## src/rtl/ps2_pkg.sv

```systemverilog
// ps2_pkg: shared scan-code constants, decoder state, event record and ASCII translation
package ps2_pkg;
  localparam logic [7:0] SC_E0  = 8'hE0;
  localparam logic [7:0] SC_F0  = 8'hF0;
  localparam logic [7:0] SC_E1  = 8'hE1;
  localparam logic [7:0] LSHIFT = 8'h12;
  localparam logic [7:0] RSHIFT = 8'h59;
  localparam logic [7:0] CAPS   = 8'h58;
  localparam logic [7:0] ENTER  = 8'h5A;
  localparam logic [7:0] SPACE  = 8'h29;
  localparam logic [7:0] BKSP   = 8'h66;
  localparam logic [7:0] TAB    = 8'h0D;
  localparam logic [7:0] ESC    = 8'h76;
  localparam logic [2:0] PAUSE_LEN = 3'd7;
  typedef enum logic [1:0] {IDLE, EXT, BRK, SKIP} state_t;
  typedef struct packed {
    logic [7:0] code;
    logic       ext;
    logic       rel;
    logic [7:0] ascii;
  } key_evt_t;
  function automatic logic [7:0] to_ascii(input logic [7:0] code, input logic ext,
                                          input logic rel, input logic shift, input logic caps);
    logic [7:0] l;
    l = 8'h00;
    case (code)
      8'h1C: l = "a"; 8'h32: l = "b"; 8'h21: l = "c"; 8'h23: l = "d";
      8'h24: l = "e"; 8'h2B: l = "f"; 8'h34: l = "g"; 8'h33: l = "h";
      8'h43: l = "i"; 8'h3B: l = "j"; 8'h42: l = "k"; 8'h4B: l = "l";
      8'h3A: l = "m"; 8'h31: l = "n"; 8'h44: l = "o"; 8'h4D: l = "p";
      8'h15: l = "q"; 8'h2D: l = "r"; 8'h1B: l = "s"; 8'h2C: l = "t";
      8'h3C: l = "u"; 8'h2A: l = "v"; 8'h1D: l = "w"; 8'h22: l = "x";
      8'h35: l = "y"; 8'h1A: l = "z";
      default: l = 8'h00;
    endcase
    if (rel) return 8'h00;
    if (ext) return (code == ENTER) ? 8'h0D : 8'h00;
    if (l != 8'h00) return (shift ^ caps) ? l - 8'h20 : l;
    case (code)
      8'h16: return shift ? "!" : "1";
      8'h1E: return shift ? "@" : "2";
      8'h26: return shift ? "#" : "3";
      8'h25: return shift ? "$" : "4";
      8'h2E: return shift ? "%" : "5";
      8'h36: return shift ? "^" : "6";
      8'h3D: return shift ? "&" : "7";
      8'h3E: return shift ? "*" : "8";
      8'h46: return shift ? "(" : "9";
      8'h45: return shift ? ")" : "0";
      SPACE: return 8'h20;
      ENTER: return 8'h0D;
      BKSP:  return 8'h08;
      TAB:   return 8'h09;
      ESC:   return 8'h1B;
      default: return 8'h00;
    endcase
  endfunction
endpackage

```

## src/rtl/ps2_evt_fifo.sv

```systemverilog
// ps2_evt_fifo: first-word fall-through FIFO of key events, wrap-bit pointers
module ps2_evt_fifo
  import ps2_pkg::*;
#(
  parameter int FIFO_DEPTH = 8
) (
  input  logic     clk,
  input  logic     rst,
  input  logic     push,
  input  key_evt_t din,
  output logic     full,
  input  logic     pop,
  output logic     empty,
  output key_evt_t dout
);
  localparam int AW = $clog2(FIFO_DEPTH);
  logic [AW:0] wp, rp;
  key_evt_t mem [FIFO_DEPTH];
  logic wr, rd;
  assign empty = wp == rp;
  assign full  = (wp[AW] != rp[AW]) && (wp[AW-1:0] == rp[AW-1:0]);
  assign wr    = push & (~full | pop);
  assign rd    = pop & ~empty;
  assign dout  = empty ? '0 : mem[rp[AW-1:0]];
  always_ff @(posedge clk) begin
    if (rst) begin
      wp <= '0;
      rp <= '0;
    end else begin
      if (wr) wp <= wp + 1'b1;
      if (rd) rp <= rp + 1'b1;
    end
  end
  always_ff @(posedge clk)
    if (wr) mem[wp[AW-1:0]] <= din;
endmodule

```

## src/rtl/ps2_scancode_decoder.sv

```systemverilog
// ps2_scancode_decoder: strips Set 2 prefixes, tracks Shift/Caps, queues key events
module ps2_scancode_decoder
  import ps2_pkg::*;
#(
  parameter int FIFO_DEPTH = 8
) (
  input  logic       clk,
  input  logic       rst,
  input  logic [7:0] scan_code,
  input  logic       scan_valid,
  output logic       evt_valid,
  input  logic       evt_ready,
  output logic [7:0] evt_code,
  output logic       evt_ext,
  output logic       evt_release,
  output logic [7:0] evt_ascii,
  output logic       shift_held,
  output logic       caps_on,
  output logic       overflow
);
  state_t st, st_n;
  logic [2:0] cnt, cnt_n;
  logic ext_q, ext_n, sv_q, take_q, fire, f_ext, f_rel, mod;
  logic lsh, rsh, caps_held, full, empty, pop, ev_vq;
  logic [7:0] byte_q;
  key_evt_t ev_q, head;
  always_comb begin
    st_n  = st;
    cnt_n = cnt;
    ext_n = ext_q;
    fire  = 1'b0;
    f_ext = 1'b0;
    f_rel = 1'b0;
    if (take_q)
      case (st)
        IDLE: if (byte_q == SC_E0) st_n = EXT;
              else if (byte_q == SC_F0) begin st_n = BRK; ext_n = 1'b0; end
              else if (byte_q == SC_E1) begin st_n = SKIP; cnt_n = PAUSE_LEN; end
              else fire = !(byte_q inside {8'h00, 8'hAA, 8'hFA, 8'hFC, 8'hFE, 8'hFF});
        EXT:  if (byte_q == SC_F0) begin st_n = BRK; ext_n = 1'b1; end
              else begin fire = 1'b1; f_ext = 1'b1; st_n = IDLE; end
        BRK:  begin fire = 1'b1; f_ext = ext_q; f_rel = 1'b1; st_n = IDLE; end
        SKIP: begin cnt_n = cnt - 3'd1; st_n = (cnt == 3'd1) ? IDLE : SKIP; end
        default: st_n = IDLE;
      endcase
  end
  assign mod = fire & ~f_ext;
  always_ff @(posedge clk) begin
    if (rst) begin
      sv_q <= 1'b0; take_q <= 1'b0; byte_q <= '0;
      st <= IDLE; cnt <= '0; ext_q <= 1'b0;
      ev_q <= '0; ev_vq <= 1'b0;
      lsh <= 1'b0; rsh <= 1'b0; caps_on <= 1'b0; caps_held <= 1'b0;
      overflow <= 1'b0;
    end else begin
      sv_q <= scan_valid;
      take_q <= scan_valid & ~sv_q;
      byte_q <= scan_code;
      st <= st_n; cnt <= cnt_n; ext_q <= ext_n;
      ev_vq <= fire;
      // ASCII is computed from the modifier state before this event updates it
      if (fire) ev_q <= '{byte_q, f_ext, f_rel, to_ascii(byte_q, f_ext, f_rel, shift_held, caps_on)};
      if (mod && byte_q == LSHIFT) lsh <= ~f_rel;
      if (mod && byte_q == RSHIFT) rsh <= ~f_rel;
      if (mod && byte_q == CAPS) begin
        caps_held <= ~f_rel;
        if (!f_rel && !caps_held) caps_on <= ~caps_on;
      end
      if (ev_vq && full && !pop) overflow <= 1'b1;
    end
  end
  assign shift_held  = lsh | rsh;
  assign evt_valid   = ~empty;
  assign pop         = evt_valid & evt_ready;
  assign evt_code    = head.code;
  assign evt_ext     = head.ext;
  assign evt_release = head.rel;
  assign evt_ascii   = head.ascii;
  ps2_evt_fifo #(.FIFO_DEPTH(FIFO_DEPTH)) u_fifo (
    .clk  (clk),
    .rst  (rst),
    .push (ev_vq),
    .din  (ev_q),
    .full (full),
    .pop  (pop),
    .empty(empty),
    .dout (head)
  );
endmodule

```

## config.mk

```make
export PLATFORM = sky130hd
export DESIGN_NAME = ps2_scancode_decoder
export DESIGN_NICKNAME = d
export VERILOG_FILES = /design/src/rtl/ps2_pkg.sv /design/src/rtl/ps2_evt_fifo.sv /design/src/rtl/ps2_scancode_decoder.sv
export SDC_FILE = /design/constraint.sdc
export NUM_CORES = 1
export LEC_CHECK = 0
export BUFFER_PORTS_ARGS = -buffer_cell sky130_fd_sc_hd__buf_2
export CAP_MARGIN = 20
export CORE_MARGIN = 2
export CORE_UTILIZATION = 47
export DETAILED_ROUTE_END_ITERATION = 8
export SETUP_SLACK_MARGIN = 0.4
export SKIP_LAST_GASP = 1
export SYNTH_ARGS = -nofsm -noshare
export SYNTH_HDL_FRONTEND = slang
export SYNTH_SLANG_ARGS = --single-unit
```

## constraint.sdc

```tcl
create_clock -name clk -period 5 [get_ports clk]
set_clock_uncertainty 0.1 [all_clocks]
set_input_delay 0.5 -clock clk [delete_from_list [all_inputs] [get_ports clk]]
set_output_delay 0.5 -clock clk [all_outputs]
set_load 0.03 [all_outputs]
```

==> out/results.ini, run 1 <==
[logic_synthesis]
synth_cells=684
yosysWarnings=0
synthFlopType=edfxtp_1
synth.avg_cell_area_sq_um=13.2
netlist_area_sq_um=9040
synth_fp_nets=713
ys_types=73
synth_edf_count=144
seq_area_frac_synth_pct=60.4
synthArstFlopShare_pct=0
synth_seq_cells=201

[setup_path]
worstSetupStartpointType=register
crit_arrival_ps=2790
r2r_slack_ps=2130
r2r-start=byte_q[5]
critPathKind=reg2out
ff2ff_path_depth=6
required_ps=4400
worst-path-max-fanout=26
cp-end-kind=primary output
worstReg2RegEnd=ev_q[1]

[job]
drv_cap=0

[placed_design]
place_congestion=0.916
dp_hpwl_microns=12000
portBuffers=33
dp_slack_ps=2020

[finish]
num_antenna_cells=0
drive_gt1_share_pct=18.2
finalCoreUtilization_pct=53.6
layout.nets=742
syn2layout_area_growth_pct=11.3

[routing]
via_count=5647
detail-route-antenna-nets=0
drtIter0Drc=302
wl_microns=18500
drc=0
wl_per_cell_microns=19.3
firstDrtPassIters=5
drt-vias-per-instance=5.88

[clocking]
cts_root_buffer=clkbuf_16
cts_setup_buffers=0
clk_latency_ps=480
cts_hold_buf=0
clock_sinks=201
cts_resized=0
cts_tree=done
clk_pin_slew_ps=60
h-tree-depth=1
cts.path.max_buffers=3
cts_made_buffers=21

[global_route]
grt_overflow=0
grt_use_total_pct=18.6
antenna_found_initial=0
grt_pass1_wl_microns=29900
grt_pass1_vias=5645
grt_max_degree=37

[timing]
slew_headroom_pct=36.6
tightestPinTransition_ps=952
timing.final.ws_setup_ps=1610
fmax_mhz=295
post-route-period-util_pct=67.9
setup_viol=0
fin_tns_setup_ps=0
maxSlewViolCount=0
hold_viol=0
period_needed_ps=3390
rsz0062_at_grt=no

[outcome]
status=finished clean

[floorplan]
dieArea_sq_um=20400
fp.dieH_microns=143
coreArea_sq_um=18800
fp.dieW_microns=143
pin_count=34
rows=50
start_util_pct=48.2

[worst_hold_path]
hold_class=in2reg
worstHoldStart=scan_code[7]
min_to=byte_q[7]
min_path_cells=2

[pwr]
irDropWorstVdd_uv=215
p_total_w=0.00353
p_leak_nw=3.38
p_per_area_nw_per_um2=351

per-layer routing:
metal  vias to the layer above  global-route usage (%)  routed length [microns]
met3                        26                    2.31                      788
li1                       2656                       -                        -
met4                         0                    4.43                      261
met2                       139                    31.5                     9040
met5                         -                       0                        0
met1                      2826                    25.8                     8400
worst max path at each step:
| stage | start | end | slack [ps] | cells past startpoint |
|---|---|---|---|---|
| 2_1_floorplan | u_fifo.wp[2] | u_fifo.mem[1][0] | 1980 | 6 |
| 3_3_place_gp | register | evt_code[6] | 2040 | 5 |
| 3_5_place_dp | register | evt_code[6] | 2020 | 5 |
| 4_1_cts | register | evt_code[6] | 1500 | 5 |
| 5_1_grt | register | evt_ext | 1360 | 5 |
| 6_report | register | evt_ext | 1610 | 5 |
sequential cells by signal, indices dropped and copies added, names as in the netlist, named ones only:
register / cells
byte_q: 8
caps_held: 1
caps_on: 1
cnt: 3
ev_q: 18
ev_vq: 1
ext_q: 1
lsh: 1
overflow: 1
rsh: 1
st: 2
sv_q: 1
take_q: 1
u_fifo.mem: 144
u_fifo.rp: 4
u_fifo.wp: 4
synthesized netlist by cell type (all sizes together) (3+ instances only):
library cell	count	area share, %
edfxtp	144	48
nor2	64	2.7
dfxtp	57	13
nand2	52	2.2
a21oi	36	2.0
mux4	36	9.0
mux2i	25	2.8
inv	23	0.95
buf	21	1.4
clkbuf	20	0.83
o21ai	20	1.1
nand2b	18	1.2
ha	17	2.4
nor2b	13	0.90
nand3	11	0.72
xor2	10	0.97
nor3	9	0.50
nor4	9	0.93
a22oi	6	0.50
a31oi	6	0.42
nand4	6	0.42
a311oi	5	0.48
o22ai	5	0.35
or4	5	0.46
a211oi	4	0.33
nand3b	4	0.33
nor3b	4	0.33
o311ai	4	0.39
a211o	3	0.29
a32oi	3	0.29
o32ai	3	0.29
or2	3	0.24
or3	3	0.26
xnor2	3	0.29
metrics by stage:
stage	std cells	cell area, sq um	hold slack [ps]
after floorplan	684	9040	267
after global placement	924	9420	276
after detailed placement	924	9420	283
after CTS	960	10100	101
after global routing	960	10100	123
final	960	10100	115
cells by family after synthesis:
family	Yosys count	share of synthesized area, %
mux	61	11.7
buf+inv	64	3.21
flops	201	60.4
simple gates	213	12.4
compound gates	115	8.66
fa+ha+maj	17	2.35
xor+xnor	13	1.26
layout make-up:
type	count	area [sq um]
Inverter	23	86.3
Clock buffer	23	533
Tap cell	234	293
Sequential cell	201	5470
Clock inverter	13	111
Timing Repair Buffer	47	270
Multi-Input combinational cell	419	3310
Fill cell	1586	8700
cells in the final DEF (no fill, tap or decap), types with 17 or more instances in the layout:
cell type,n
dfxtp_1,56
buf_2,33
clkbuf_16,21
a21oi_1,35
mux4_2,36
inv_1,22
mux2i_1,25
edfxtp_1,144
nand2b_1,18
o21ai_0,19
nand2_1,52
nor2_1,64
ha_1,17
where the power goes:
part | internal, W | switching, W | total, W
clock | 0.000867 | 0.000593 | 0.00146
sequential | 0.00179 | 0.0000397 | 0.00183
combinational | 0.000102 | 0.000145 | 0.000246
worst max-delay path, stage by stage, from the launching register on:
cell	delay [ps]
dfxtp_2	950
buf_4	400
mux4_2	530
mux2i_1	150
nor2_1	60
buf_2	180
Power figures use the tool's default switching activity.
==> run 2, diff against run 1 <==
==> constraint.sdc (replaced) <==
create_clock -name clk -period 3.5 [get_ports clk]
set_clock_uncertainty 0.1 [all_clocks]
set_input_delay 0.35 -clock clk [delete_from_list [all_inputs] [get_ports clk]]
set_output_delay 0.35 -clock clk [all_outputs]
set_load 0.03 [all_outputs]
==> run 2 against run 1 <==
  * Count of clock-buffer cells in the layout is 3 higher
  * Combinational power increased by 52%
  * Sequential share of layout area fell by 0.71 points
  * Worst hold slack got worse by 110 ps
  * Final cell count is 1.1% higher
  * Die area unchanged
  * Sequential cell count stayed put
  * Design area increased by 1.3%
  * Sequential power up 42%
  * Global-route usage is 0.53 points higher
  * Highest routed layer unchanged
==> out/results.ini, run 2 (synthesized netlist as in run 1, its figures left out) <==
[placed_design]
place_congestion=0.944
dp_hpwl_microns=12300
place_area_sq_um=9470
portBuffers=33

[floorplan]
fp.dieH_microns=143
rows=50
fp.dieW_microns=143
dieArea_sq_um=20400
pin_count=34
start_util_pct=48.2
coreArea_sq_um=18800

[routing]
wl_per_cell_microns=19.6
firstDrtPassIters=5
drtIter0Drc=456
detail-route-antenna-nets=0
drt-vias-per-instance=5.86
drc=0
wl_microns=19000
via_count=5692

[setup_path]
crit_arrival_ps=2430
required_ps=3050
cp-end-kind=primary output
worstSetupStartpointType=register
critPathKind=reg2out
worst-path-max-fanout=16

[global_route]
antenna_found_initial=0
grt_max_degree=52
grt_use_total_pct=19.1
grt_overflow=0
grt_pass1_vias=5643
grt_pass1_wl_microns=30400

[finish]
drive_gt1_share_pct=19.1
syn2layout_area_growth_pct=12.8
num_antenna_cells=0
largest_reg_flops=144
layout_common_cells=edfxtp_1 (144), nor2_1 (64), dfxtp_1 (56)
fin_area_sq_um=10200
layout.nets=750
n_fill_cell=1555
multiInputGateArea_sq_um=3310
final_common_cell=edfxtp_1
seq_area_sq_um=5470

[clocking]
clk_latency_ps=500
cts_made_buffers=22
cts.path.max_buffers=3
cts_tree=done
cts_root_buffer=clkbuf_16
clock_sinks=201
cts_setup_buffers=0
clk_pin_slew_ps=60
h-tree-depth=1

[timing]
slew_headroom_pct=54.4
hold_ws_ps=9.25
maxSlewViolCount=0
period_needed_ps=2880
rsz0062_at_grt=no
setup_viol=0
tightestPinTransition_ps=684
fin_tns_setup_ps=0
fmax_mhz=347
post-route-period-util_pct=82.3
hold_viol=0

[pwr]
irDropWorstVdd_uv=310
p_leak_nw=3.45
p_per_area_nw_per_um2=509

[outcome]
status=finished clean

[worst_hold_path]
hold_class=in2reg

[job]
drv_cap=0

==> run 2: cell count changes in the layout (fill, tap and decap cells not counted), sizes merged <==
cell	delta
buf	+5
clkbuf	+3
clkinv	+3
dlygate4sd3	+2
clkinvlp	-1
inv	-1
==> run 2: final timing paths <==
check	depth (start not counted)	end	slack, ps	startpoint
worst max-delay path	5	evt_code[5]	620	register
worst max register to register	6	ev_q[1]	900	byte_q[4]
worst min-delay path	2	sv_q	9	scan_valid
worst min register to register	1	take_q	280	sv_q
==> run 2: layer usage <==
metal	vias to the layer above	GRT usage (%)	routed length, microns
met5	-	0	0
met4	0	5.05	451
met3	39	2.65	776
met2	170	31.9	9310
met1	2812	26.6	8490
li1	2671	-	-
==> run 2: what timing repair did <==
item                                   CTS  global route
endpoints found under the hold margin    2             0
hold buffers                             2             0
gates resized for setup                  0             0
==> run 2: stage by stage <==
step / power [W] / util (%) / instances / setup WS, ps
final: 0.00519 / 54.4 / 971 / 620
after global routing: 0.00538 / 54.4 / 971 / 429
after CTS: 0.00525 / 54.4 / 971 / 540
after detailed placement: 0.00302 / 50.5 / 929 / 942
after global placement: 0.00302 / 50.5 / 929 / 972
after floorplan: 0.00292 / - / 684 / 483
==> run 2: report_power, final <==
group          switching (W)  internal [W]  total [W]
clock network       0.000896       0.00132    0.00222
registers          0.0000461       0.00255    0.00260
logic               0.000220      0.000154   0.000375
==> run 2: area by class of cell <==
class	count	share of cell area, %
clock inverter	14	1.29
timing repair buffer	54	3.34
multi-input combinational	419	32.4
inverter	23	0.846
sequential	201	53.6
tap	234	2.87
clock buffer	26	5.64
==> run 2: critical path, cell delays in order, from the launching register on <==
cell and delay, ps:
dfxtp_2 730, buf_4 280, mux4_2 510, mux2i_1 150
nor2_1 70, buf_2 190
==> run 3, diff against run 2 <==
==> constraint.sdc (replaced) <==
create_clock -name clk -period 2.87 [get_ports clk]
set_clock_uncertainty 0.1 [all_clocks]
set_input_delay 0.287 -clock clk [delete_from_list [all_inputs] [get_ports clk]]
set_output_delay 0.287 -clock clk [all_outputs]
set_load 0.03 [all_outputs]
==> run 3 against run 2 <==
  * Count of clock-buffer cells in the layout increased by 5
  * Core utilization increased by 0.93 points
  * Sequential power increased by 22%
  * Clock power increased by 18%
  * Via count increased by 0.16%
  * Wire length increased by 3.3%
  * Sequential cell count unchanged
  * Design area increased by 1.7%
  * Combinational power increased by 36%
  * Final cell count increased by 0.51%
==> out/results.ini, run 3 (synthesized netlist as in run 1, its figures left out) <==
[outcome]
status=finished clean

[routing]
drc=0
via_count=5701
drt-vias-per-instance=5.84
wl_per_cell_microns=20.1
wl_met2_microns=9640
firstDrtPassIters=4
met3_length_microns=765
detail-route-antenna-nets=0
wl_microns=19700
wl_met1_microns=8990
maxUsedRoutingLayer=met4
drtIter0Drc=276

[timing]
fin_tns_setup_ps=0
timing.final.ws_setup_ps=451
setup_viol=0
post-route-period-util_pct=84.3
period_needed_ps=2420
slew_headroom_pct=47.5
hold_viol=0
fmax_mhz=413
rsz0062_at_grt=yes
tightestPinTransition_ps=787
maxSlewViolCount=0

[pwr]
irDropWorstVdd_uv=339
p_leak_nw=3.51
p_total_w=0.00628
p_per_area_nw_per_um2=606

[placed_design]
place_area_sq_um=9510
portBuffers=33
place_congestion=0.900
dp_slack_ps=396
dp_hpwl_microns=12100

[global_route]
antenna_found_initial=0
grt_use_total_pct=19.4
grt_max_degree=50
grt_pass1_wl_microns=30900
grt_pass1_vias=5705
grt_overflow=0

[setup_path]
crit_arrival_ps=2030
worst-path-max-fanout=9
critPathKind=reg2out
worstSetupStartpointType=register
cp-end-kind=primary output
required_ps=2480

[finish]
multiInputGateArea_sq_um=3340
fin_area_sq_um=10400
final_common_cell=edfxtp_1
num_antenna_cells=0
seq_area_sq_um=5480
n_fill_cell=1583
drive_gt1_share_pct=20.4
syn2layout_area_growth_pct=14.7
finalCoreUtilization_pct=55.3
largest_reg_flops=144
layout_common_cells=edfxtp_1 (144), nor2_1 (64), nand2_1 (52)
layout.nets=757

[clocking]
clk_pin_slew_ps=60
clk_latency_ps=490
clock_sinks=201
h-tree-depth=1
cts.path.max_buffers=3
cts_tree=done
cts_setup_buffers=0
cts_made_buffers=22
cts_root_buffer=clkbuf_16

[floorplan]
rows=50
pin_count=34
dieArea_sq_um=20400
fp.dieW_microns=143
start_util_pct=48.2
fp.dieH_microns=143
coreArea_sq_um=18800

[job]
drv_cap=0

[worst_hold_path]
hold_class=in2reg

-- run 3: worst max-delay path, stage by stage, from the launching register on --
cell and delay (ps):
dfxtp_4 450, clkbuf_16 220, mux4_2 500, mux2i_1 150
nor2_1 50, buf_2 180
-- run 3: metrics by stage --
stage / hold WS (ps) / std cells
after floorplan: 267 / 684
after global placement: 272 / 932
final: 64.6 / 976
after global routing: 63.7 / 976
after detailed placement: 278 / 932
after CTS: 46.9 / 975
-- run 3: timing repair --
item,4_1_cts,5_1_grt
endpoints found under the setup margin,18,186
endpoints found under the hold margin,3,0
resized for setup,5,16
hold buffers,3,0
gates cloned,2,1
-- run 3: per-layer routing --
metal  up-vias  GRT usage [%]
met4         0           3.96
met2       138           33.6
met3        27           2.31
li1       2693              -
met1      2843           26.5
met5         -              0
-- run 3: layout make-up --
| class | instances | area share (%) |
|---|---|---|
| flip-flops and latches | 201 | 52.8 |
| multi-input cells | 419 | 32.2 |
| clock buffers | 31 | 6.23 |
| repair buffers | 61 | 4.81 |
| well taps | 234 | 2.82 |
| inverters | 23 | 0.832 |
| clock inverters | 7 | 0.374 |
-- run 3: final timing paths --
path                  end         start  slack [ps]  cells after the start
max          evt_ascii[4]      register         450                      5
min             byte_q[2]  scan_code[2]          60                      2
max reg2reg       ev_q[4]     byte_q[3]         540                      7
min reg2reg        take_q          sv_q         280                      1
-- run 3: power breakdown --
| part | switching [W] | internal, W | leakage (nW) |
|---|---|---|---|
| clock network | 0.00105 | 0.00156 | 0.325 |
| logic | 0.000294 | 0.000216 | 1.40 |
| registers | 0.0000466 | 0.00311 | 1.78 |
| total | 0.00139 | 0.00489 | 3.51 |
